`config.mk`:
```
export PLATFORM = sky130hd
export DESIGN_NAME = bot_irq_ctrl_flat
export DESIGN_NICKNAME = d
export VERILOG_FILES = /design/src/rtl/bot_irq_ctrl_pkg.sv /design/src/rtl/bot_irq_ctrl_if.sv /design/src/rtl/bot_irq_prio_enc.sv /design/src/rtl/bot_irq_ctrl.sv /design/src/flat_wrapper.sv
export SDC_FILE = /design/constraint.sdc
export NUM_CORES = 1
export LEC_CHECK = 0
export CORE_MARGIN = 2
export CORE_UTILIZATION = 45
export DETAILED_ROUTE_END_ITERATION = 12
export PLACE_DENSITY = 0.75
export SLEW_MARGIN = 5
export SYNTH_ARGS = -nofsm -noshare
export SYNTH_HDL_FRONTEND = slang
export SYNTH_SLANG_ARGS = --single-unit
```
`constraint.sdc`:
```
create_clock -name clk -period 2.35 [get_ports clk]
set_clock_uncertainty 0.05 [all_clocks]
set_input_delay 0.47 -clock clk [delete_from_list [all_inputs] [get_ports clk]]
set_output_delay 0.47 -clock clk [all_outputs]
set_load 0.005 [all_outputs]
```
`src/rtl/bot_irq_ctrl_pkg.sv`:
```
// Shared constants for the kcpsm6 interrupt controller: register offsets,
// FSM state encoding and VECTOR layout.
package bot_irq_ctrl_pkg;

  localparam logic [7:0] OFF_MASK      = 8'd0;
  localparam logic [7:0] OFF_PEND      = 8'd1;
  localparam logic [7:0] OFF_VECTOR    = 8'd2;
  localparam logic [7:0] OFF_SRC_LEVEL = 8'd3;
  localparam logic [7:0] OFF_EOI       = 8'd4;

  localparam int VEC_VALID_BIT = 7;

  typedef enum logic [1:0] {
    ST_IDLE    = 2'd0,
    ST_ASSERT  = 2'd1,
    ST_SERVICE = 2'd2
  } state_t;

  // Byte mask with one bit set for each implemented source.
  function automatic logic [7:0] src_valid_mask(input int n);
    logic [7:0] m;
    m = '0;
    for (int i = 0; i < 8; i++) begin
      if (i < n) m[i] = 1'b1;
    end
    return m;
  endfunction

endpackage

```
`src/rtl/bot_irq_ctrl_if.sv`:
```
// kcpsm6 port-bus and interrupt handshake as seen by the interrupt controller.
interface bot_irq_ctrl_if;
  logic [7:0] port_id;
  logic [7:0] out_port;
  logic       write_strobe;
  logic       k_write_strobe;
  logic       read_strobe;
  logic       interrupt_ack;
  logic       interrupt;
  logic [7:0] rd_data;
  logic       rd_hit;

  modport master (
    output port_id, out_port, write_strobe, k_write_strobe, read_strobe, interrupt_ack,
    input  interrupt, rd_data, rd_hit
  );

  modport slave (
    input  port_id, out_port, write_strobe, k_write_strobe, read_strobe, interrupt_ack,
    output interrupt, rd_data, rd_hit
  );
endinterface

```
`src/rtl/bot_irq_prio_enc.sv`:
```
// Lowest-index-wins priority encoder used to pick the source to service.
module bot_irq_prio_enc #(
  parameter int NUM_SRC = 8
) (
  input  logic [NUM_SRC-1:0] req,
  output logic [2:0]         id,
  output logic               any
);

  // Scan high to low so the last hit, the lowest index, is kept.
  always_comb begin
    id  = '0;
    any = 1'b0;
    for (int i = NUM_SRC - 1; i >= 0; i--) begin
      if (req[i]) begin
        id  = 3'(i);
        any = 1'b1;
      end
    end
  end

endmodule

```
`src/rtl/bot_irq_ctrl.sv`:
```
// Multi-source edge-triggered interrupt controller driving the kcpsm6 interrupt
// pin, with mask/pending/vector registers on the port bus.
module bot_irq_ctrl
  import bot_irq_ctrl_pkg::*;
#(
  parameter int         NUM_SRC   = 8,
  parameter logic [7:0] BASE_ADDR = 8'h10
) (
  input  logic               clk,
  input  logic               reset,
  input  logic [NUM_SRC-1:0] irq_src,
  bot_irq_ctrl_if.slave      bus
);

  localparam logic [7:0] SRC_MASK = src_valid_mask(NUM_SRC);

  state_t     state;
  logic [7:0] src_s, src_q, mask_r, pend_r, pend_n;
  logic [7:0] src_in, edge_v, act, off, rd_data_r;
  logic [2:0] active_id, sel_id;
  logic       vec_valid, irq_r, rd_hit_r;
  logic       wr, owned, req, take_ack;
  logic       wr_mask, wr_pend, wr_eoi;

  always_comb begin
    src_in = '0;
    src_in[NUM_SRC-1:0] = irq_src;
  end

  assign edge_v   = src_s & ~src_q;
  assign act      = pend_r & mask_r;
  assign off      = bus.port_id - BASE_ADDR;
  assign owned    = (off <= OFF_EOI);
  assign wr       = bus.write_strobe | bus.k_write_strobe;
  assign wr_mask  = wr && (off == OFF_MASK);
  assign wr_pend  = wr && (off == OFF_PEND);
  assign wr_eoi   = wr && (off == OFF_EOI);
  assign take_ack = (state == ST_ASSERT) && bus.interrupt_ack && req;

  bot_irq_prio_enc #(.NUM_SRC(NUM_SRC)) u_prio (
    .req (act[NUM_SRC-1:0]),
    .id  (sel_id),
    .any (req)
  );

  // Clears (W1C, ack) are applied first so a coincident edge wins.
  always_comb begin
    pend_n = pend_r;
    if (wr_pend)  pend_n = pend_n & ~bus.out_port;
    if (take_ack) pend_n[sel_id] = 1'b0;
    pend_n = (pend_n | edge_v) & SRC_MASK;
  end

  always_ff @(posedge clk) begin
    if (reset) begin
      src_s  <= '0;
      src_q  <= '0;
      mask_r <= '0;
      pend_r <= '0;
    end else begin
      src_s  <= src_in & SRC_MASK;
      src_q  <= src_s;
      pend_r <= pend_n;
      if (wr_mask) mask_r <= bus.out_port & SRC_MASK;
    end
  end

  always_ff @(posedge clk) begin
    if (reset) begin
      state     <= ST_IDLE;
      irq_r     <= 1'b0;
      vec_valid <= 1'b0;
      active_id <= '0;
    end else begin
      case (state)
        ST_IDLE: begin
          if (req) begin
            state <= ST_ASSERT;
            irq_r <= 1'b1;
          end
        end
        ST_ASSERT: begin
          if (take_ack) begin
            state     <= ST_SERVICE;
            irq_r     <= 1'b0;
            vec_valid <= 1'b1;
            active_id <= sel_id;
          end else if (!req) begin
            state <= ST_IDLE;
            irq_r <= 1'b0;
          end
        end
        ST_SERVICE: begin
          if (wr_eoi) begin
            state     <= ST_IDLE;
            vec_valid <= 1'b0;
            active_id <= '0;
          end
        end
        default: begin
          state <= ST_IDLE;
          irq_r <= 1'b0;
        end
      endcase
    end
  end

  always_ff @(posedge clk) begin
    if (reset) begin
      rd_data_r <= '0;
      rd_hit_r  <= 1'b0;
    end else begin
      rd_hit_r <= owned;
      case (off)
        OFF_MASK:      rd_data_r <= mask_r;
        OFF_PEND:      rd_data_r <= pend_r;
        OFF_VECTOR:    rd_data_r <= {vec_valid, 4'b0000, active_id};
        OFF_SRC_LEVEL: rd_data_r <= src_s;
        default:       rd_data_r <= 8'h00;
      endcase
    end
  end

  assign bus.interrupt = irq_r;
  assign bus.rd_data   = rd_data_r;
  assign bus.rd_hit    = rd_hit_r;

endmodule
```
`src/flat_wrapper.sv`:
```
// flat-port wrapper written by rule: the top's interface ports become plain ports
module bot_irq_ctrl_flat import bot_irq_ctrl_pkg::*;
#(
  parameter int         NUM_SRC   = 8,
  parameter logic [7:0] BASE_ADDR = 8'h10
)
  (clk, reset, irq_src, bus_port_id, bus_out_port, bus_write_strobe, bus_k_write_strobe, bus_read_strobe, bus_interrupt_ack, bus_interrupt, bus_rd_data, bus_rd_hit);
  bot_irq_ctrl_if bus_i ();
  input  logic clk;
  input  logic reset;
  input  logic [NUM_SRC-1:0] irq_src;
  input wire logic [$bits(bus_i.port_id)-1:0] bus_port_id;
  input wire logic [$bits(bus_i.out_port)-1:0] bus_out_port;
  input wire logic [$bits(bus_i.write_strobe)-1:0] bus_write_strobe;
  input wire logic [$bits(bus_i.k_write_strobe)-1:0] bus_k_write_strobe;
  input wire logic [$bits(bus_i.read_strobe)-1:0] bus_read_strobe;
  input wire logic [$bits(bus_i.interrupt_ack)-1:0] bus_interrupt_ack;
  output wire logic [$bits(bus_i.interrupt)-1:0] bus_interrupt;
  output wire logic [$bits(bus_i.rd_data)-1:0] bus_rd_data;
  output wire logic [$bits(bus_i.rd_hit)-1:0] bus_rd_hit;
  assign bus_i.port_id = bus_port_id;
  assign bus_i.out_port = bus_out_port;
  assign bus_i.write_strobe = bus_write_strobe;
  assign bus_i.k_write_strobe = bus_k_write_strobe;
  assign bus_i.read_strobe = bus_read_strobe;
  assign bus_i.interrupt_ack = bus_interrupt_ack;
  assign bus_interrupt = bus_i.interrupt;
  assign bus_rd_data = bus_i.rd_data;
  assign bus_rd_hit = bus_i.rd_hit;
  bot_irq_ctrl #(.NUM_SRC(NUM_SRC), .BASE_ADDR(BASE_ADDR)) u_core (.clk(clk), .reset(reset), .irq_src(irq_src), .bus(bus_i));
endmodule
```
==> flow_summary.json, run 1 <==
{
  "avgSynthCellArea_sq_um": 9.66,
  "crit_path_start_kind": "input port",
  "p_sw_share_pct": 21.8,
  "ys_types": 42,
  "grt_pass1_vias": 1712,
  "fmax_mhz": 448,
  "final_cycle_share_pct": 94.9,
  "post-place-ws_ns": -0.332,
  "synth_simple_gate_area_share_pct": 21.1,
  "die_width_um": 72.1,
  "layoutNonFillerInstCount": 315,
  "finalSetupViolations": 0,
  "synthMuxAreaShare_pct": 11.0,
  "synth_top_family_by_area": "simple AND/OR/NAND/NOR gates",
  "grt_usage_pct": 19.0,
  "area_delta_synth_final_pct": 29.2,
  "end_kind": "flop",
  "floorplan.die_area_sq_mm": 0.00520,
  "outcome": "complete, no violations",
  "clock_power_share_pct": 37.3,
  "synth_seq_cells": 48,
  "ctsHoldBuffers": 0,
  "vias_per_cell": 5.54,
  "cp_cell_sequence": "clkdlybuf4s50_1 > or4b_4 > or4_2 > o21ai_0 > a21oi_1",
  "clk_pin_slew_worst_setup_hold_paths_ns": 0.09,
  "worst_path_largest_cell_delay_ns": 0.66,
  "post-cts-setup-buffer-count": 0,
  "power.ir.vdd_worst_mv": 0.374,
  "tritoncts_clock_tree": "built",
  "detailedRoute.firstPassIterationCount": 4,
  "htree_num_levels": 2,
  "fraction_of_registers_with_async_set_reset_pct": 0,
  "latest_clock_arrival_within_the_worst_skew_pair_ns": 0.30,
  "synthFlopType": "sky130_fd_sc_hd__dfxtp_1",
  "drt_wl_cell_um": 14.4,
  "post_route_cells_drive_above_1_share_pct": 11.0,
  "setup_ws_ns": 0.120,
  "combPwrFrac_pct": 8.4,
  "maxCapViolations": 0,
  "gp_routability_congestion": 0.837,
  "antenna_found_initial": 0,
  "timing.final.crit_period_ns": 2.23,
  "die_h_um": 72.1,
  "num_antenna_cells": 0,
  "antenna_violating_nets_post_route": 0,
  "intPower_mw": 1.23,
  "routed-via-count": 1746,
  "synth.net_count": 249,
  "cp_slowest_cell": "sky130_fd_sc_hd__or4_2",
  "clock-sinks": 48,
  "setup-tns-final_ns": 0,
  "compound_cell_area_share_of_the_yosys_netlist_pct": 16.2,
  "ioPinCount": 40,
  "netlist_instances": 216,
  "max_buffers_root_to_sink": 2,
  "powerDensity_mw_per_mm2": 585,
  "detail_route.drc_violations": 0,
  "seq_power_share_pct": 54.3,
  "worst-endpoint-required_ns": 2.50,
  "post-place-cells": 307,
  "cts_inserted_buffers": 5,
  "core_area_sq_mm": 0.00441,
  "post_synth_xor_area_fraction_pct": 0,
  "leakage_nw": 0.990,
  "cp_max_fo": 5,
  "std_cell_rows": 24,
  "port_buffers": 38,
  "final-hold-violation-count": 0,
  "grt_ovf": 0,
  "timing.setup.critical_path_class": "input port to flop",
  "synth-seq-area-share_pct": 46.0,
  "grt_start_max_net_pins": 19,
  "report.final.slew_viol_count": 0,
  "worstHoldPathType": "flop to flop",
  "initial_utilization_pct": 47.3,
  "drt_iter0_markers": 117,
  "worstPathArrival_ns": 2.38,
  "post-dp-hpwl_um": 3280,
  "pin_slew_with_the_least_headroom_to_its_limit_ns": 0.601,
  "synth-edff-count": 0,
  "finalHoldWorstSlack_ns": 0.376,
  "fin_nets": 295,
  "post-route-util_pct": 61.1,
  "grt_first_pass_wirelength_um": 7760,
  "netSwitchingPower_uw": 344,
  "post_synth_fa_ha_maj_area_fraction_pct": 1.80,
  "post_synth_instance_area_sq_mm": 0.00209,
  "sum_of_routed_wire_length_over_all_layers_um": 4530,
  "master_cell_of_the_clock_root_buffer": "sky130_fd_sc_hd__clkbuf_8",
  "unrepaired_setup_endpoints_after_global_routing": "no",
  "yosysWarningCount": 0,
  "slew_headroom_pct": 59.7
}
[cells in the mapped netlist, types with 2 or more instances]
| library cell | n | area (sq um) |
|---|---|---|
| sky130_fd_sc_hd__nor4_2 | 2 | 25.0 |
| sky130_fd_sc_hd__mux4_2 | 4 | 90.1 |
| sky130_fd_sc_hd__a41o_1 | 3 | 30.0 |
| sky130_fd_sc_hd__o21ai_0 | 8 | 40.0 |
| sky130_fd_sc_hd__a32o_1 | 3 | 30.0 |
| sky130_fd_sc_hd__and2_1 | 3 | 18.8 |
| sky130_fd_sc_hd__nand2_1 | 17 | 63.8 |
| sky130_fd_sc_hd__nor3b_1 | 2 | 15.0 |
| sky130_fd_sc_hd__inv_1 | 11 | 41.3 |
| sky130_fd_sc_hd__mux2i_1 | 14 | 140 |
| sky130_fd_sc_hd__clkbuf_1 | 6 | 22.5 |
| sky130_fd_sc_hd__a31oi_1 | 4 | 25.0 |
| sky130_fd_sc_hd__dfxtp_1 | 48 | 961 |
| sky130_fd_sc_hd__a22o_1 | 4 | 35.0 |
| sky130_fd_sc_hd__nor2b_1 | 21 | 131 |
| sky130_fd_sc_hd__a21oi_1 | 6 | 30.0 |
| sky130_fd_sc_hd__and3_1 | 5 | 31.3 |
| sky130_fd_sc_hd__o32ai_1 | 2 | 17.5 |
| sky130_fd_sc_hd__nand3_1 | 2 | 10.0 |
| sky130_fd_sc_hd__nor2_1 | 19 | 71.3 |
| sky130_fd_sc_hd__nor3_1 | 5 | 25.0 |
| sky130_fd_sc_hd__a32oi_1 | 4 | 35.0 |
| sky130_fd_sc_hd__ha_1 | 3 | 37.5 |
| sky130_fd_sc_hd__o211ai_1 | 2 | 15.0 |
[cell usage in the layout, fill, tap and decap left out, drive strengths merged, types with 5 or more instances in the layout]
master,count
a21oi,6
and3,5
buf,10
clkbuf,5
clkdlybuf4s50,38
dfxtp,48
inv,11
mux2i,14
nand2,17
nor2,19
nor2b,21
nor3,5
o21ai,8
[worst max-delay path, delay by kind of cell]
kind            cells  cell delay, ns
simple gates        2            1.25
buf+inv             1            0.40
compound gates      2            0.26
[metrics by stage]
| stage | area [sq um] | total power [mW] |
|---|---|---|
| floorplan | 2090 | 0.929 |
| global placement | 2570 | 1.00 |
| detailed placement | 2570 | 1.00 |
| CTS | 2690 | 1.58 |
| global route | 2700 | 1.64 |
| finish | 2700 | 1.58 |
[routing by layer]
metal | share of wire, % | vias up | GRT usage, %
li1 | - | 865 | -
met1 | 46 | 818 | 24.3
met2 | 46 | 56 | 31.7
met3 | 5.9 | 7 | 3.61
met4 | 1.6 | 0 | 7.13
met5 | 0 | - | 0
[worst paths after layout]
path	slack (ns)	start	cells after the start	end
hold / removal	0.38	u_core.src_q[6]	1	u_core.pend_r[6]
setup reg to reg	0.50	u_core.state[1]	7	u_core.pend_r[4]
hold reg to reg	0.38	u_core.src_q[6]	1	u_core.pend_r[6]
setup / recovery	0.12	bus_port_id[6]	5	u_core.vec_valid
[layout make-up]
cell class	count	area, sq um
clock buffers	5	68.8
clock inverters	3	42.5
fillers	410	1720
inverters	11	41.3
multi-input cells	148	1060
flip-flops and latches	48	961
well taps	52	65.1
repair buffers	48	455
[power groups by stage]
| stage | clock network (mW) | registers [mW] | logic [mW] |
|---|---|---|---|
| after CTS | 0.596 | 0.855 | 0.133 |
| final | 0.588 | 0.856 | 0.132 |
| after floorplan | 0 | 0.869 | 0.0599 |
| after global placement | 0 | 0.873 | 0.128 |
| after detailed placement | 0 | 0.874 | 0.130 |
| after global routing | 0.641 | 0.859 | 0.144 |
[state kept, by name (all words and copies together) (netlist names)]
signal	cells
u_core.bus.rd_data	8
u_core.mask_r	8
u_core.pend_r	8
u_core.src_q	8
u_core.src_s	8
u_core.active_id	3
u_core.state	2
u_core.bus.interrupt	1
u_core.bus.rd_hit	1
u_core.vec_valid	1
[cells by family (layout without fill, tap and decap cells)]
logic type,Yosys count,in the layout
and+or+nand+nor,82,82
DFF,48,48
AOI/OAI and AO/OA,45,45
buffers and inverters,20,67
muxes,18,18
adders and majority gates,3,3
[timing repair]
item,4_1_cts,5_1_grt
pin swaps,0,2
resized for setup,1,2
setup endpoints to repair,1,5
cloned,0,0
Power figures use the tool's default switching activity.
==> run 2: changes to the inputs <==
- CAP_MARGIN: default -> 0
- CORE_UTILIZATION: 45 -> 51
- PLACE_DENSITY: 0.75 -> 0.83
==> run 2 against run 1 <==
Worst hold slack got worse by 0.0015 ns. Sequential cell count stayed put. Critical path depth unchanged. Critical endpoint unchanged. Combinational power about the same. Highest routed layer unchanged. Final cell count fell by 0.63%.
==> flow_summary.json, run 2 (synthesis results as in run 1) <==
{
  "outcome": "complete, no violations",
  "combPwrFrac_pct": 8.3,
  "fin_nets": 295,
  "worstHoldPathType": "flop to flop",
  "htree_num_levels": 2,
  "routed-via-count": 1753,
  "die_width_um": 68.0,
  "detail_route.drc_violations": 0,
  "report.final.slew_viol_count": 0,
  "timing.setup.critical_path_class": "input port to flop",
  "area_delta_synth_final_pct": 28.7,
  "slew_headroom_pct": 60.0,
  "pin_slew_with_the_least_headroom_to_its_limit_ns": 0.600,
  "end_kind": "flop",
  "antenna_found_initial": 0,
  "ioPinCount": 40,
  "p_sw_share_pct": 21.5,
  "timing.hold.worst_path_depth": 1,
  "rrSetupSlack_ns": 0.53,
  "grt_first_pass_wirelength_um": 7480,
  "grt_start_max_net_pins": 21,
  "vias_per_cell": 5.60,
  "tritoncts_clock_tree": "built",
  "finalInstanceArea_sq_mm": 0.00269,
  "latest_clock_arrival_within_the_worst_skew_pair_ns": 0.30,
  "num_antenna_cells": 0,
  "layout.cells.most_common_list": "48 x sky130_fd_sc_hd__dfxtp_1, 38 x sky130_fd_sc_hd__clkdlybuf4s50_1, 20 x sky130_fd_sc_hd__nor2b_1",
  "clock-sinks": 48,
  "drt_iter0_markers": 88,
  "unrepaired_setup_endpoints_after_global_routing": "no",
  "power.ir.vdd_worst_mv": 0.398,
  "finalSetupViolations": 0,
  "worst-endpoint-required_ns": 2.49,
  "initial_utilization_pct": 52.6,
  "master_cell_of_the_clock_root_buffer": "sky130_fd_sc_hd__clkbuf_8",
  "post-place-ws_ns": -0.217,
  "max_buffers_root_to_sink": 2,
  "clk_pin_slew_worst_setup_hold_paths_ns": 0.08,
  "post_route_cells_drive_above_1_share_pct": 10.6,
  "floorplan.die_area_sq_mm": 0.00462,
  "netSwitchingPower_uw": 337,
  "crit_path_start_kind": "input port",
  "mostFrequentLayoutCell": "sky130_fd_sc_hd__dfxtp_1",
  "grt_ovf": 0,
  "final-hold-violation-count": 0,
  "setup_ws_ns": 0.141,
  "ff2ff_path_depth": 7,
  "post-dp-hpwl_um": 3330,
  "reg2reg_from": "u_core.state[1]",
  "sum_of_routed_wire_length_over_all_layers_um": 4500,
  "leakage_nw": 0.990,
  "post_dp_cell_area_sq_mm": 0.00257,
  "cp_max_fo": 4,
  "antenna_violating_nets_post_route": 0,
  "maxCapViolations": 0,
  "cts_inserted_buffers": 5,
  "ctsHoldBuffers": 0,
  "seq_power_share_pct": 54.5,
  "timing.final.crit_period_ns": 2.21,
  "post-cts-setup-buffer-count": 0,
  "worstHoldStart": "u_core.src_q[6]",
  "timing.rr.end": "u_core.pend_r[4]",
  "std_cell_rows": 23,
  "grt_usage_pct": 22.0,
  "powerDensity_mw_per_mm2": 584,
  "hold_path_end": "u_core.pend_r[6]",
  "gp_routability_congestion": 0.890,
  "clock_power_share_pct": 37.2,
  "grt_pass1_vias": 1668,
  "drt_wl_cell_um": 14.4,
  "core_area_sq_mm": 0.00397,
  "die_h_um": 68.0,
  "fmax_mhz": 453,
  "postCtsResizedCells": 0,
  "final_cycle_share_pct": 94.0,
  "worstPathArrival_ns": 2.35,
  "port_buffers": 38,
  "intPower_mw": 1.23,
  "detailedRoute.firstPassIterationCount": 4
}
run 2: critical path, cell delays in order:
cell,delay [ns]
sky130_fd_sc_hd__clkdlybuf4s50_1,0.39
sky130_fd_sc_hd__or4b_4,0.57
sky130_fd_sc_hd__or4_2,0.66
sky130_fd_sc_hd__o21ai_0,0.17
sky130_fd_sc_hd__a21oi_1,0.08
run 2: worst max-delay path by stage:
stage / startpoint / slack (ns) / to
after floorplan: bus_port_id[6] / 0.28 / u_core.vec_valid
after global placement: bus_port_id[6] / -0.19 / u_core.pend_r[5]
after detailed placement: bus_port_id[6] / -0.22 / u_core.pend_r[5]
after CTS: bus_port_id[6] / 0.09 / u_core.mask_r[6]
after global routing: bus_port_id[6] / 0.02 / u_core.vec_valid
final: bus_port_id[6] / 0.14 / u_core.vec_valid
run 2: layout make-up:
cell class | instances | area, sq um
Sequential cell | 48 | 961
Multi-Input combinational cell | 148 | 1060
Fill cell | 337 | 1290
Clock buffer | 6 | 72.6
Timing Repair Buffer | 48 | 455
Inverter | 11 | 41.3
Tap cell | 50 | 62.6
Clock inverter | 2 | 35.0
run 2: metrics by stage:
step | power (mW) | std cells | hold slack (ns) | setup TNS [ns] | util (%)
after floorplan | 0.929 | 216 | 0.341 | 0 | -
after global placement | 0.999 | 305 | 0.345 | -2.97 | 64.6
after detailed placement | 1.00 | 305 | 0.363 | -3.45 | 64.6
after CTS | 1.57 | 313 | 0.369 | 0 | 67.3
after global routing | 1.63 | 313 | 0.378 | 0 | 67.6
final | 1.57 | 313 | 0.375 | 0 | 67.6
run 2: routing by layer:
| layer | vias to the layer above | share of wire (%) | track usage (%) |
|---|---|---|---|
| li1 | 867 | - | - |
| met1 | 820 | 43 | 27.6 |
| met2 | 57 | 48 | 36.8 |
| met3 | 9 | 6.6 | 3.78 |
| met4 | 0 | 2.1 | 10.5 |
| met5 | - | 0 | 0 |
run 2: power by group through the flow:
stage          Sequential [mW]  Combinational (mW)  Clock, mW
6_report                 0.855               0.131      0.584
5_1_grt                  0.859               0.144      0.623
4_1_cts                  0.855               0.130      0.589
3_5_place_dp             0.874               0.130          0
3_3_place_gp             0.872               0.127          0
2_1_floorplan            0.869              0.0599          0
==> run 3: changes to the inputs <==
--- a/constraint.sdc
+++ b/constraint.sdc
@@ -4,2 +4,2 @@
 set_output_delay 0.47 -clock clk [all_outputs]
-set_load 0.005 [all_outputs]
+set_load 0.1 [all_outputs]
==> run 3 against run 2 <==
Cell area fell by 1.1%. Critical endpoint is now u_core.pend_r[5]. Via count decreased by 1.1%. Die area stayed put. First-iteration DRC count is 25% lower. Sequential cell count stayed put. Power increased by 0.76%. Clock power increased by 2%. Combinational power is essentially flat. Maximum frequency is 0.85% lower. Non-clock buffer count did not move. Largest power group unchanged. Setup slack got worse by 0.019 ns.
==> flow_summary.json, run 3 (synthesis results as in run 1) <==
{
  "global_route.usage.met1_pct": 28.0,
  "worstSetupStartpoint": "bus_port_id[6]",
  "post-dp-hpwl_um": 3230,
  "routed-via-count": 1734,
  "max_buffers_root_to_sink": 2,
  "grt_first_pass_wirelength_um": 7440,
  "fmax_mhz": 449,
  "num_antenna_cells": 0,
  "grt_usage_pct": 22.0,
  "cp_max_fo": 7,
  "finalSetupViolations": 0,
  "detailedRoute.firstPassIterationCount": 4,
  "filler_cell_count": 330,
  "area_delta_synth_final_pct": 27.2,
  "power.ir.vdd_worst_mv": 0.376,
  "worstHoldStart": "u_core.src_q[6]",
  "antenna_violating_nets_post_route": 0,
  "timing.setup.critical_path_class": "input port to flop",
  "multiInputGateArea_sq_mm": 0.00105,
  "ioPinCount": 40,
  "cp_cell_sequence": "clkdlybuf4s50_1 > or4b_4 > nor4_2 > and2_1 > buf_4 > a32oi_1 > a32o_1",
  "worst-endpoint-required_ns": 2.50,
  "unrepaired_setup_endpoints_after_global_routing": "no",
  "postCtsResizedCells": 0,
  "floorplan.die_area_sq_mm": 0.00462,
  "fin_nets": 295,
  "post-cts-setup-buffer-count": 0,
  "cts_inserted_buffers": 5,
  "antenna_found_initial": 0,
  "core_area_sq_mm": 0.00397,
  "gr_met3_demand_resource_pct": 5.92,
  "leakage_nw": 1.01,
  "drt_wl_cell_um": 14.3,
  "slew_headroom_pct": 57.3,
  "clock-sinks": 48,
  "reg2reg_from": "u_core.state[1]",
  "mostFrequentLayoutCell": "sky130_fd_sc_hd__dfxtp_1",
  "setup_ws_ns": 0.122,
  "gp_routability_congestion": 0.865,
  "layout.cells.most_common_list": "48 x sky130_fd_sc_hd__dfxtp_1, 28 x sky130_fd_sc_hd__clkdlybuf4s50_1, 21 x sky130_fd_sc_hd__nor2b_1",
  "std_cell_rows": 23,
  "layoutNonFillerInstCount": 313,
  "crit_buf_inv": 2,
  "die_h_um": 68.0,
  "worstHoldPathType": "flop to flop",
  "ctsHoldBuffers": 0,
  "crit_family": "simple AND/OR/NAND/NOR gates",
  "post-place-cells": 305,
  "master_cell_of_the_clock_root_buffer": "sky130_fd_sc_hd__clkbuf_8",
  "post_dp_cell_area_sq_mm": 0.00254,
  "final-hold-violation-count": 0,
  "worst_path_largest_cell_delay_ns": 0.56,
  "powerDensity_mw_per_mm2": 595,
  "grt.met2_usage_pct": 35.8,
  "initial_utilization_pct": 52.6,
  "drt_iter0_markers": 66,
  "grt_pass1_vias": 1581,
  "htree_num_levels": 2,
  "die_width_um": 68.0,
  "rrSetupSlack_ns": 0.51,
  "post_route_cells_drive_above_1_share_pct": 14.8,
  "end_kind": "flop",
  "seqCellArea_sq_um": 961,
  "sum_of_routed_wire_length_over_all_layers_um": 4480,
  "post-place-ws_ns": -0.220,
  "cp_slowest_cell": "sky130_fd_sc_hd__or4b_4",
  "detail_route.drc_violations": 0,
  "report.final.slew_viol_count": 0,
  "maxCapViolations": 0,
  "crit_path_start_kind": "input port",
  "grt_start_max_net_pins": 21,
  "port_buffers": 38,
  "vias_per_cell": 5.54,
  "final_cycle_share_pct": 94.8,
  "timing.final.crit_period_ns": 2.23,
  "worstPathArrival_ns": 2.38,
  "latest_clock_arrival_within_the_worst_skew_pair_ns": 0.31,
  "finalInstanceArea_sq_mm": 0.00266,
  "setup-tns-final_ns": 0,
  "clk_pin_slew_worst_setup_hold_paths_ns": 0.09,
  "grt-busiest-layer": "met2",
  "pin_slew_with_the_least_headroom_to_its_limit_ns": 0.640,
  "tritoncts_clock_tree": "built",
  "outcome": "complete, no violations",
  "grt_ovf": 0
}
==> run 3: cell types whose count changed in the layout (fill, tap and decap cells not counted), sizes merged <==
cell	previous run	this run
clkinvlp	0	1
buf	10	20
clkdlybuf4s50	38	28
clkbuf	6	5
==> run 3: cell type report <==
type | count | area share, %
inverter | 11 | 1.56
multi-input combinational | 148 | 39.5
tap | 50 | 2.36
sequential | 48 | 36.2
clock inverter | 3 | 1.60
timing repair buffer | 48 | 16.2
clock buffer | 5 | 2.59
==> run 3: worst reg2reg max path, cell delays in order (launching register included) <==
cell and delay [ns]:
sky130_fd_sc_hd__dfxtp_1 0.33, sky130_fd_sc_hd__inv_1 0.09, sky130_fd_sc_hd__ha_1 0.24, sky130_fd_sc_hd__nand2_1 0.12, sky130_fd_sc_hd__nor3_1 0.28, sky130_fd_sc_hd__and2_1 0.20
sky130_fd_sc_hd__a21bo_2 0.22, sky130_fd_sc_hd__a41o_1 0.21
==> run 3: worst paths after layout <==
| path | depth (start not counted) | end |
|---|---|---|
| min reg2reg | 1 | u_core.pend_r[6] |
| max reg2reg | 7 | u_core.pend_r[4] |
| min | 1 | u_core.pend_r[6] |
| max | 7 | u_core.pend_r[5] |
==> run 3: routing by layer <==
layer  vias up  wire length [um]
li1        864                 -
met1       815              2030
met2        48              2120
met3         7               266
met4         0                68
met5         -                 0
==> run 3: through the flow <==
step,total power [mW],hold slack [ns],utilization [%]
6_report,1.58,0.364,66.9
5_1_grt,1.64,0.378,66.9
4_1_cts,1.59,0.365,66.8
3_5_place_dp,1.01,0.353,64.0
3_3_place_gp,1.00,0.345,64.0
2_1_floorplan,0.931,0.341,-
==> run 3: report_power, final <==
group,switching (mW),internal (mW)
clock,0.279,0.315
sequential,0.0181,0.838
combinational,0.0532,0.0786
total,0.350,1.23
